`src/rtl/pipe_stage_skid_reg.sv`:
```
// pipe_stage_skid_reg: valid/ready pipeline stage register with optional 2-entry skid, flush, bubble insertion and debug counters
module pipe_stage_skid_reg #(
    parameter int CTRL_W  = 8,
    parameter int DATA_W  = 64,
    parameter int SKID_EN = 1,
    parameter int CNT_W   = 16
) (
    input  logic              clk,
    input  logic              reset,
    input  logic              flush,
    input  logic              in_valid,
    output logic              in_ready,
    input  logic [CTRL_W-1:0] in_ctrl,
    input  logic [DATA_W-1:0] in_data,
    output logic              out_valid,
    input  logic              out_ready,
    output logic [CTRL_W-1:0] out_ctrl,
    output logic [DATA_W-1:0] out_data,
    output logic [1:0]        occupancy,
    output logic [CNT_W-1:0]  bubble_cnt
);
    logic              r_main_v;
    logic [CTRL_W-1:0] r_main_ctrl;
    logic [DATA_W-1:0] r_main_data;
    logic [1:0]        r_occ;
    logic [CNT_W-1:0]  r_bub;
    logic              w_skid_v;
    logic [CTRL_W-1:0] w_skid_ctrl;
    logic [DATA_W-1:0] w_skid_data;
    logic              w_main_v_n;
    logic [CTRL_W-1:0] w_main_ctrl_n;
    logic [DATA_W-1:0] w_main_data_n;
    logic              w_skid_v_n;
    logic [CTRL_W-1:0] w_skid_ctrl_n;
    logic [DATA_W-1:0] w_skid_data_n;
    logic              w_accept;
    logic              w_load;
    assign w_accept = in_valid & in_ready;
    assign w_load   = !r_main_v | out_ready;
    always_comb begin
        w_main_v_n    = r_main_v;
        w_main_ctrl_n = r_main_ctrl;
        w_main_data_n = r_main_data;
        w_skid_v_n    = w_skid_v;
        w_skid_ctrl_n = w_skid_ctrl;
        w_skid_data_n = w_skid_data;
        if (flush) begin
            w_main_v_n    = 1'b0;
            w_main_ctrl_n = '0;
            w_skid_v_n    = 1'b0;
            w_skid_ctrl_n = '0;
        end else if (w_load) begin
            // skid is always older than the input, so it wins the main slot
            if (w_skid_v) begin
                w_main_v_n    = 1'b1;
                w_main_ctrl_n = w_skid_ctrl;
                w_main_data_n = w_skid_data;
                w_skid_v_n    = 1'b0;
                w_skid_ctrl_n = '0;
            end else if (w_accept) begin
                w_main_v_n    = 1'b1;
                w_main_ctrl_n = in_ctrl;
                w_main_data_n = in_data;
            end else begin
                w_main_v_n    = 1'b0;
                w_main_ctrl_n = '0;
            end
        end else if (w_accept) begin
            w_skid_v_n    = 1'b1;
            w_skid_ctrl_n = in_ctrl;
            w_skid_data_n = in_data;
        end
    end
    always_ff @(posedge clk or posedge reset) begin
        if (reset) begin
            r_main_v    <= 1'b0;
            r_main_ctrl <= '0;
            r_main_data <= '0;
            r_occ       <= 2'd0;
            r_bub       <= '0;
        end else begin
            r_main_v    <= w_main_v_n;
            r_main_ctrl <= w_main_ctrl_n;
            r_main_data <= w_main_data_n;
            r_occ       <= {1'b0, w_main_v_n} + {1'b0, w_skid_v_n};
            if (out_ready && !r_main_v && r_bub != {CNT_W{1'b1}})
                r_bub <= r_bub + CNT_W'(1);
        end
    end
    generate
        if (SKID_EN != 0) begin : g_skid
            logic              r_skid_v;
            logic              r_in_ready;
            logic [CTRL_W-1:0] r_skid_ctrl;
            logic [DATA_W-1:0] r_skid_data;
            always_ff @(posedge clk or posedge reset) begin
                if (reset) begin
                    r_skid_v    <= 1'b0;
                    r_in_ready  <= 1'b0;
                    r_skid_ctrl <= '0;
                    r_skid_data <= '0;
                end else begin
                    r_skid_v    <= w_skid_v_n;
                    r_in_ready  <= !w_skid_v_n;
                    r_skid_ctrl <= w_skid_ctrl_n;
                    r_skid_data <= w_skid_data_n;
                end
            end
            assign w_skid_v    = r_skid_v;
            assign w_skid_ctrl = r_skid_ctrl;
            assign w_skid_data = r_skid_data;
            assign in_ready    = r_in_ready;
        end else begin : g_noskid
            assign w_skid_v    = 1'b0;
            assign w_skid_ctrl = '0;
            assign w_skid_data = '0;
            assign in_ready    = !r_main_v | out_ready;
        end
    endgenerate
    assign out_valid  = r_main_v;
    assign out_ctrl   = r_main_ctrl;
    assign out_data   = r_main_data;
    assign occupancy  = r_occ;
    assign bubble_cnt = r_bub;
endmodule

```
`config.mk`:
```
export PLATFORM = sky130hd
export DESIGN_NAME = pipe_stage_skid_reg
export DESIGN_NICKNAME = d
export VERILOG_FILES = /design/src/rtl/pipe_stage_skid_reg.sv
export SDC_FILE = /design/constraint.sdc
export NUM_CORES = 1
export LEC_CHECK = 0
export CAP_MARGIN = 20
export CORE_MARGIN = 2
export CORE_UTILIZATION = 45
export CTS_BUF_LIST = sky130_fd_sc_hd__clkbuf_4
export CTS_CLUSTER_SIZE = 20
export DETAILED_ROUTE_END_ITERATION = 8
export PLACE_DENSITY = 0.76
export SETUP_SLACK_MARGIN = 0.05
export SYNTH_ARGS = -nofsm -noshare
export SYNTH_HDL_FRONTEND = slang
export SYNTH_SLANG_ARGS = --single-unit
```
`constraint.sdc`:
```
create_clock -name clk -period 8.1 [get_ports clk]
set_input_delay 1.62 -clock clk [delete_from_list [all_inputs] [get_ports clk]]
set_output_delay 1.62 -clock clk [all_outputs]
set_load 0.01 [all_outputs]
```
Word-level counts from Yosys, hierarchy flattened
Index checks and enable logic that the tools add are counted.
Cells by class
  add/sub/neg operators: 2
  eq/ne operators: 2
  mux-type cells: 17
  bitwise logic cells: 4
  reductions and logical operators: 10
Operators by type and width (number)
  64-bit 2-to-1 mux: 2
  8-bit 2-to-1 mux: 8
  16-bit by 1-bit adder with 16-bit output (second input constant): 1
  16-bit != test (second input constant): 1
  1-bit 2-to-1 mux: 7
  3-bit AND reduction: 2
  2-bit nonzero test: 2
  3-bit by 2-bit != test with 1-bit output (second input constant): 1
  3-bit nonzero test: 1
  1-bit by 1-bit adder with 2-bit output: 1
  1-bit logical AND: 2
  1-bit logical NOT: 2
  1-bit inverter: 2
  2-bit AND reduction: 1
  1-bit AND: 1
  1-bit OR: 1
Storage, ports and cells
  input bits: 77
  word-level logic and storage cells: 44
  register bits: 165
  output and inout bits: 92

Longest topological paths before layout
Gate-level depths: netlist of run 1.
  word-level depth: 6
  depth in mapped cells: 7
  gate-level depth less buffers: 5

Worst setup path before layout of run 1
No wires, ideal clock.
  kind: input port to flip-flop
  start: in out_ready
  end: reg g_skid.r_skid_data[11]
  path buffers: 2
  data arrival time: 2.810 ns
  data required time: 7.975 ns
  library setup time: 0.125 ns
  setup slack: 5.166 ns
  cell stages on the path: 5
  path through: nand2b_1 > buf_6 > nor3_4 > buf_6 > mux2_2
Between the ends
  cells in the longest elaborated chain, start to end: 3
RTL lines
  start: declaration: RTL line 16  | input logic out_ready,
  1-bit OR: RTL line 39  | assign w_load = !r_main_v | out_ready;
  1-bit inverter (no source line)
  3-bit AND reduction (no source line)
  end signal: assignment: RTL line 106  | r_skid_data <= w_skid_data_n;
  end: declaration: RTL line 95  | logic [DATA_W-1:0] r_skid_data;
Every way passes these cells.
A chain may end at the register's enable or synchronous reset.

Worst setup path after layout of run 1
  start: in in_valid
  end: reg r_main_ctrl[1], in the netlist out_ctrl[1]
Between the ends
  cells in the longest elaborated chain, start to end: 5
RTL lines
  start: declaration: RTL line 11  | input logic in_valid,
  1-bit AND: RTL line 38  | assign w_accept = in_valid & in_ready;
  8-bit 2-to-1 mux: RTL line 60  | end else if (w_accept) begin
  8-bit 2-to-1 mux: RTL line 54  | if (w_skid_v) begin
  8-bit 2-to-1 mux: RTL line 52  | end else if (w_load) begin
  8-bit 2-to-1 mux: RTL line 47  | if (flush) begin
  end signal: assignment: RTL line 83  | r_main_ctrl <= w_main_ctrl_n;
  end: declaration: RTL line 23  | logic [CTRL_W-1:0] r_main_ctrl;
Every way passes these cells. The select of a mux whose other input is x is not followed.

==> impl_metrics.env, run 1 <==
export IMPL_run_status="finished, final reports clean"
export IMPL_maxSlewHeadroom_pct=26.63
export IMPL_grt_setup_unrepaired="false"
export IMPL_place_area_um2=8716
export IMPL_leak_pwr_nw=3.761
export IMPL_cp_startpoint_kind="input port"
export IMPL_numPortBuffers=168
export IMPL_drtAntennaViolNets=0
export IMPL_grt_pass1_vias=4817
export IMPL_synth_cell_type_count=39
export IMPL_chipWidth_um=128.3
export IMPL_cts_root_buf="clkbuf_4"
export IMPL_grt_antenna_before_repair=0
export IMPL_die_footprint_um2=16460
export IMPL_detail_route_wirelength_um=14920
export IMPL_net_count_after_synthesis=634
export IMPL_cts_tree="yes"
export IMPL_dr_pass1_iters=4
export IMPL_wire_length_of_the_first_global_routing_pass_um=24470
export IMPL_clk_path_buf_depth=2
export IMPL_post_synth_inst_count=556
export IMPL_largest_clock_skew_in_the_final_design_ns=0.02198
export IMPL_fin_crit_ns=3.475
export IMPL_initial_utilization_pct=45.91
export IMPL_detail_route_wl_per_cell_um=16.29
export IMPL_drt_initial_drc_count=250
export IMPL_cts_buffers=17
export IMPL_final_min_period_over_clock_period_pct=42.91
export IMPL_finish_net_count=793
export IMPL_drcViolationCount=0
export IMPL_design_area_um2=9007
export IMPL_fp_dieH_um=128.3
export IMPL_max_rail_drop_vdd_uv=113.7
export IMPL_maxCapViolations=0
export IMPL_worst_slew_pin_transition_ns=1.100
export IMPL_yosysSeqAreaShare_pct=59.37
export IMPL_critical_path_endpoint_type="flop"
export IMPL_clock_fmax_ghz=0.2877
export IMPL_critical_path_arrival_ns=3.86
export IMPL_ioPinCount=169
export IMPL_hold_path_class="reg2reg"
export IMPL_viasPerCell=5.154
export IMPL_powerDensity_nw_per_um2=223.7
export IMPL_drive_above_1_share_pct=13.87
export IMPL_filler_free_cell_count_of_the_finished_design=916
export IMPL_gp_routability_congestion=0.7605
export IMPL_grt_overflow=0
export IMPL_regArea_um2=4133
export IMPL_post_synth_cell_area_avg_um2=12.51
export IMPL_post_cts_hold_buffer_count=0
export IMPL_ys_flop_type="dfrtp_1"
export IMPL_crit_required_ns=8.49
export IMPL_clkSinkCount=165
export IMPL_clock_insertion_delay_worst_skew_ns=0.54
export IMPL_finalSetupTns_ns=0
export IMPL_area_growth_synth_to_final_pct=29.53
export IMPL_clkSlewWorstSetupHoldPaths_ns=0.12
export IMPL_worst_path_max_fanout=92
export IMPL_diodes=0
export IMPL_cts_resized_gates=0
export IMPL_setup_violations=0
export IMPL_global_route_usage_total_pct=18.93
export IMPL_number_of_enable_type_register_cells_in_the_synthesized_netlist=0
export IMPL_fill_cells=1192
export IMPL_syn_area_um2=6954
export IMPL_postSynth_asyncResetShare_pct=100.0
export IMPL_fp_row_count=45
export IMPL_yosys_register_bits=165
export IMPL_hold_violations=0
export IMPL_cts_setup_buffers=0
export IMPL_cts_htree_levels=4
export IMPL_area_of_combinational_cells_with_multiple_inputs_um2=2616
export IMPL_core_region_area_um2=15150
export IMPL_dp_final_hpwl_um=9966
export IMPL_number_of_slew_limit_violations_in_the_final_report=0
export IMPL_synthesis_yosys_warnings=0
export IMPL_num_vias=4721
export IMPL_grt_start_max_net_pins=100
export IMPL_worstSetupPathType="in2reg"
export IMPL_cells_after_dpl=884
synthesized netlist by cell type (8+ instances only):
cell | n | area, µm²
a22o_1 | 8 | 70.07
buf_2 | 15 | 75.07
buf_6 | 8 | 90.09
clkbuf_1 | 8 | 30.03
dfrtp_1 | 165 | 4129
mux2_2 | 60 | 675.7
mux2i_1 | 72 | 720.7
nand2_1 | 75 | 281.5
o21ai_0 | 45 | 225.2
o21ai_1 | 26 | 130.1
critical path: stages:
cell	delay, ns
clkdlybuf4s50_1	0.45
a21oi_1	0.34
or3_4	0.46
buf_4	0.71
o21ai_0	0.20
power breakdown:
group	switching (mW)	total, mW	internal, mW
clock network	0.283	0.493	0.210
registers	0.0999	1.08	0.979
logic	0.179	0.442	0.264
final timing paths:
path                                           start                            endpoint  slack, ns  cells after the start
min in group asynchronous                      reset            out_data[23]$_DFFE_PP0P_       1.64                      2
setup reg to reg           g_skid.r_skid_v$_DFF_PP0_             out_ctrl[1]$_DFFE_PP0P_       5.55                      4
max in group asynchronous                      reset  g_skid.r_skid_data[25]$_DFFE_PP0P_       5.04                      3
hold / removal              out_data[24]$_DFFE_PP0P_            out_data[24]$_DFFE_PP0P_       0.49                      2
hold reg to reg             out_data[24]$_DFFE_PP0P_            out_data[24]$_DFFE_PP0P_       0.49                      2
setup / recovery                            in_valid             out_ctrl[1]$_DFFE_PP0P_       4.62                      5
per-layer routing:
metal	routed length, µm	GRT usage (%)	up-vias	share of wire (%)
li1	-	-	2282	-
met1	6783	25.23	2279	45
met2	6812	29.13	141	46
met3	1132	7.387	19	7.6
met4	191	5.107	0	1.3
met5	0	0	-	0
kinds of logic after synthesis:
kind of cell | after synthesis | synth area share [%]
mux | 137 | 20.89
flops | 165 | 59.37
xor+xnor | 11 | 1.385
buf+inv | 36 | 3.077
compound gates | 89 | 7.107
fa+ha+maj | 1 | 0.1799
simple gates | 117 | 7.989
area by class of cell:
type / count / share of cell area [%]
clock buffers: 17 / 1.417
clock inverters: 15 / 1.820
inverters: 4 / 0.2223
multi-input cells: 355 / 29.05
flip-flops and latches: 165 / 45.88
well taps: 188 / 2.611
repair buffers: 172 / 19.00
placed cells by master, fill, tap and decap left out, types with 2 or more instances in the layout:
cell             instances
a21oi_1                  4
and4_1                   2
nand2_1                 75
clkinv_1                 3
nor4_1                   2
buf_4                    4
nor3b_1                  2
clkbuf_4                17
clkinv_2                 4
and3_1                   2
xor2_1                   6
mux2_1                   5
nor2b_1                  2
inv_1                    3
nor2_1                   6
bufinv_16                3
clkdlybuf4s50_1        168
o21ai_1                 26
nand4_1                  6
a22o_1                   8
xnor2_1                  5
nor3_1                   6
o21a_1                   2
o21ai_0                 45
dfrtp_1                164
mux2i_1                 72
clkinv_4                 4
nand3_1                  6
mux2_2                  60
per-stage QoR:
step,util [%],setup WS (ns),power [mW],hold WS [ns]
finish,59.47,4.625,2.015,0.4947
detailed placement,57.55,4.110,1.543,0.4705
CTS,59.47,4.725,2.040,0.4992
floorplan,-,2.018,1.293,0.4579
global route,59.47,4.490,2.136,0.5169
global placement,57.55,4.179,1.518,0.4635
state kept, by name, summed over array words and instances (netlist names):
register / flops
occupancy: 2
g_skid.r_skid_data: 64
out_data: 64
out_ctrl: 8
g_skid.r_skid_ctrl: 8
out_valid: 1
bubble_cnt: 16
in_ready: 1
g_skid.r_skid_v: 1
Note: power is estimated with default switching activity, not from simulation.
==> run 2, diff against run 1 <==
PLACE_DENSITY = 0.79   (was 0.76)
clock period = 3.19 ns   (was 8.1 ns; I/O delays follow)
==> run 2 against run 1 <==
Effect of this change: wire length rose by 0.42%; global-route usage rose by 0.27 points; sequential cell count did not move; highest routed layer unchanged.
==> impl_metrics.env, run 2 (synthesis gave the netlist of run 1 again) <==
export IMPL_worstSetupPathType="reg2out"
export IMPL_detail_route_wl_per_cell_um=16.32
export IMPL_final_min_period_over_clock_period_pct=71.42
export IMPL_num_vias=4797
export IMPL_run_status="finished, final reports clean"
export IMPL_critical_path_top_delay_family="buffers and inverters"
export IMPL_ioPinCount=169
export IMPL_diodes=0
export IMPL_busiest_layer="met2"
export IMPL_design_area_um2=9059
export IMPL_gp_routability_congestion=0.7674
export IMPL_critical_path_endpoint_type="primary output"
export IMPL_critical_path_reg2reg_startpoint="g_skid.r_skid_v$_DFF_PP0_"
export IMPL_postLayoutCoreUtil_pct=59.81
export IMPL_clkSlewWorstSetupHoldPaths_ns=0.12
export IMPL_worst_hold_startpoint="out_data[33]$_DFFE_PP0P_"
export IMPL_viasPerCell=5.225
export IMPL_hold_path_depth=2
export IMPL_clock_insertion_delay_worst_skew_ns=0.54
export IMPL_layout_cells_most_common_list="clkdlybuf4s50_1, dfrtp_1, nand2_1, mux2i_1, mux2_2"
export IMPL_hold_path_class="reg2reg"
export IMPL_ff2ff_path_depth=3
export IMPL_crit_chain="clkdlybuf4s50_1"
export IMPL_drt_initial_drc_count=258
export IMPL_cp_buffers_inverters=1
export IMPL_clkSinkCount=165
export IMPL_timing_critical_path_slowest_stage_cell="clkdlybuf4s50_1"
export IMPL_maxCapViolations=0
export IMPL_dr_pass1_iters=4
export IMPL_finish_net_count=797
export IMPL_wire_length_of_the_first_global_routing_pass_um=24730
export IMPL_hold_path_end="out_data[33]$_DFFE_PP0P_"
export IMPL_drtAntennaViolNets=0
export IMPL_grt_antenna_before_repair=0
export IMPL_layout_cells_most_common="clkdlybuf4s50_1"
export IMPL_cts_resized_gates=0
export IMPL_powerDensity_nw_per_um2=554.4
export IMPL_grt_pass1_vias=5025
export IMPL_met2_usage_pct=30.48
export IMPL_place_area_um2=8807
export IMPL_leak_pwr_nw=3.788
export IMPL_cts_root_buf="clkbuf_4"
export IMPL_cts_htree_levels=4
export IMPL_cts_tree="yes"
export IMPL_timing_reg2reg_setup_slack_ns=1.12
export IMPL_global_route_usage_total_pct=19.20
export IMPL_hold_violations=0
export IMPL_core_region_area_um2=15150
export IMPL_setup_violations=0
export IMPL_crit_required_ns=2.55
export IMPL_largest_clock_skew_in_the_final_design_ns=0.01532
export IMPL_cp_startpoint_kind="flop"
export IMPL_detail_route_wirelength_um=14980
export IMPL_numPortBuffers=168
export IMPL_worst_path_max_fanout=6
export IMPL_critical_path_arrival_ns=1.64
export IMPL_global_route_usage_met3_pct=8.514
export IMPL_cpPeakStageDelay_ns=0.59
export IMPL_fp_row_count=45
export IMPL_worst_slew_pin_transition_ns=0.8072
export IMPL_drcViolationCount=0
export IMPL_drive_above_1_share_pct=14.11
export IMPL_number_of_slew_limit_violations_in_the_final_report=0
export IMPL_grt_overflow=0
export IMPL_use_met1_pct=24.16
export IMPL_die_footprint_um2=16460
export IMPL_clk_path_buf_depth=2
export IMPL_fp_dieH_um=128.3
export IMPL_max_rail_drop_vdd_uv=315.3
export IMPL_grt_start_max_net_pins=73
export IMPL_fin_crit_ns=2.278
export IMPL_dp_final_hpwl_um=10400
export IMPL_total_power_mw=5.022
export IMPL_initial_utilization_pct=45.91
export IMPL_finalSetupTns_ns=0
export IMPL_worst_reg2reg_path_endpoint="out_data[10]$_DFFE_PP0P_"
export IMPL_grt_setup_unrepaired="false"
export IMPL_clock_fmax_ghz=0.4389
export IMPL_cts_buffers=17
export IMPL_post_cts_hold_buffer_count=0
export IMPL_chipWidth_um=128.3
export IMPL_area_growth_synth_to_final_pct=30.26
export IMPL_cts_setup_buffers=0
export IMPL_maxSlewHeadroom_pct=46.19
-- run 2: cell count changes in the layout (fill, tap and decap cells not counted), sizes merged --
cell | before | now
inv | 4 | 3
buf | 4 | 8
clkinv | 11 | 6
bufinv | 3 | 2
clkbuf | 17 | 22
-- run 2: layout make-up --
cell class | instances | area [µm²]
Clock buffer | 22 | 165.2
Clock inverter | 8 | 86.33
Fill cell | 1194 | 6087
Inverter | 4 | 18.77
Multi-Input combinational cell | 355 | 2616
Sequential cell | 165 | 4133
Tap cell | 188 | 235.2
Timing Repair Buffer | 176 | 1804
-- run 2: worst max path at each step --
stage	startpoint	to	slack (ns)	depth (start not counted)
after CTS	bubble_cnt[2]$_DFFE_PP0P_	bubble_cnt[2]	0.86	1
after floorplan	reset	bubble_cnt[0]$_DFFE_PP0P_	0.45	1
after detailed placement	out_ready	g_skid.r_skid_data[41]$_DFFE_PP0P_	0.57	5
after global placement	out_ready	g_skid.r_skid_data[55]$_DFFE_PP0P_	0.61	5
after global routing	bubble_cnt[2]$_DFFE_PP0P_	bubble_cnt[2]	0.82	1
final	bubble_cnt[2]$_DFFE_PP0P_	bubble_cnt[2]	0.91	1
-- run 2: routing by layer --
metal  wire length, µm  vias to the layer above
li1                  -                     2285
met1              6555                     2352
met2              7004                      143
met3              1275                       17
met4               145                        0
met5                 0                        -
-- run 2: per-stage QoR --
step                      cells  hold WS, ns  setup WS, ns
after floorplan             556       0.4579        0.4532
after global placement      888       0.4623        0.6105
after detailed placement    888       0.4733        0.5652
after CTS                   918       0.4640        0.8614
after global routing        918       0.4727        0.8232
final                       918       0.4925        0.9116
-- run 2: where the power goes --
part	switching, mW	internal, mW	total (mW)
registers	0.259	2.49	2.75
clock network	0.650	0.489	1.14
logic	0.456	0.682	1.14
total	1.36	3.66	5.02
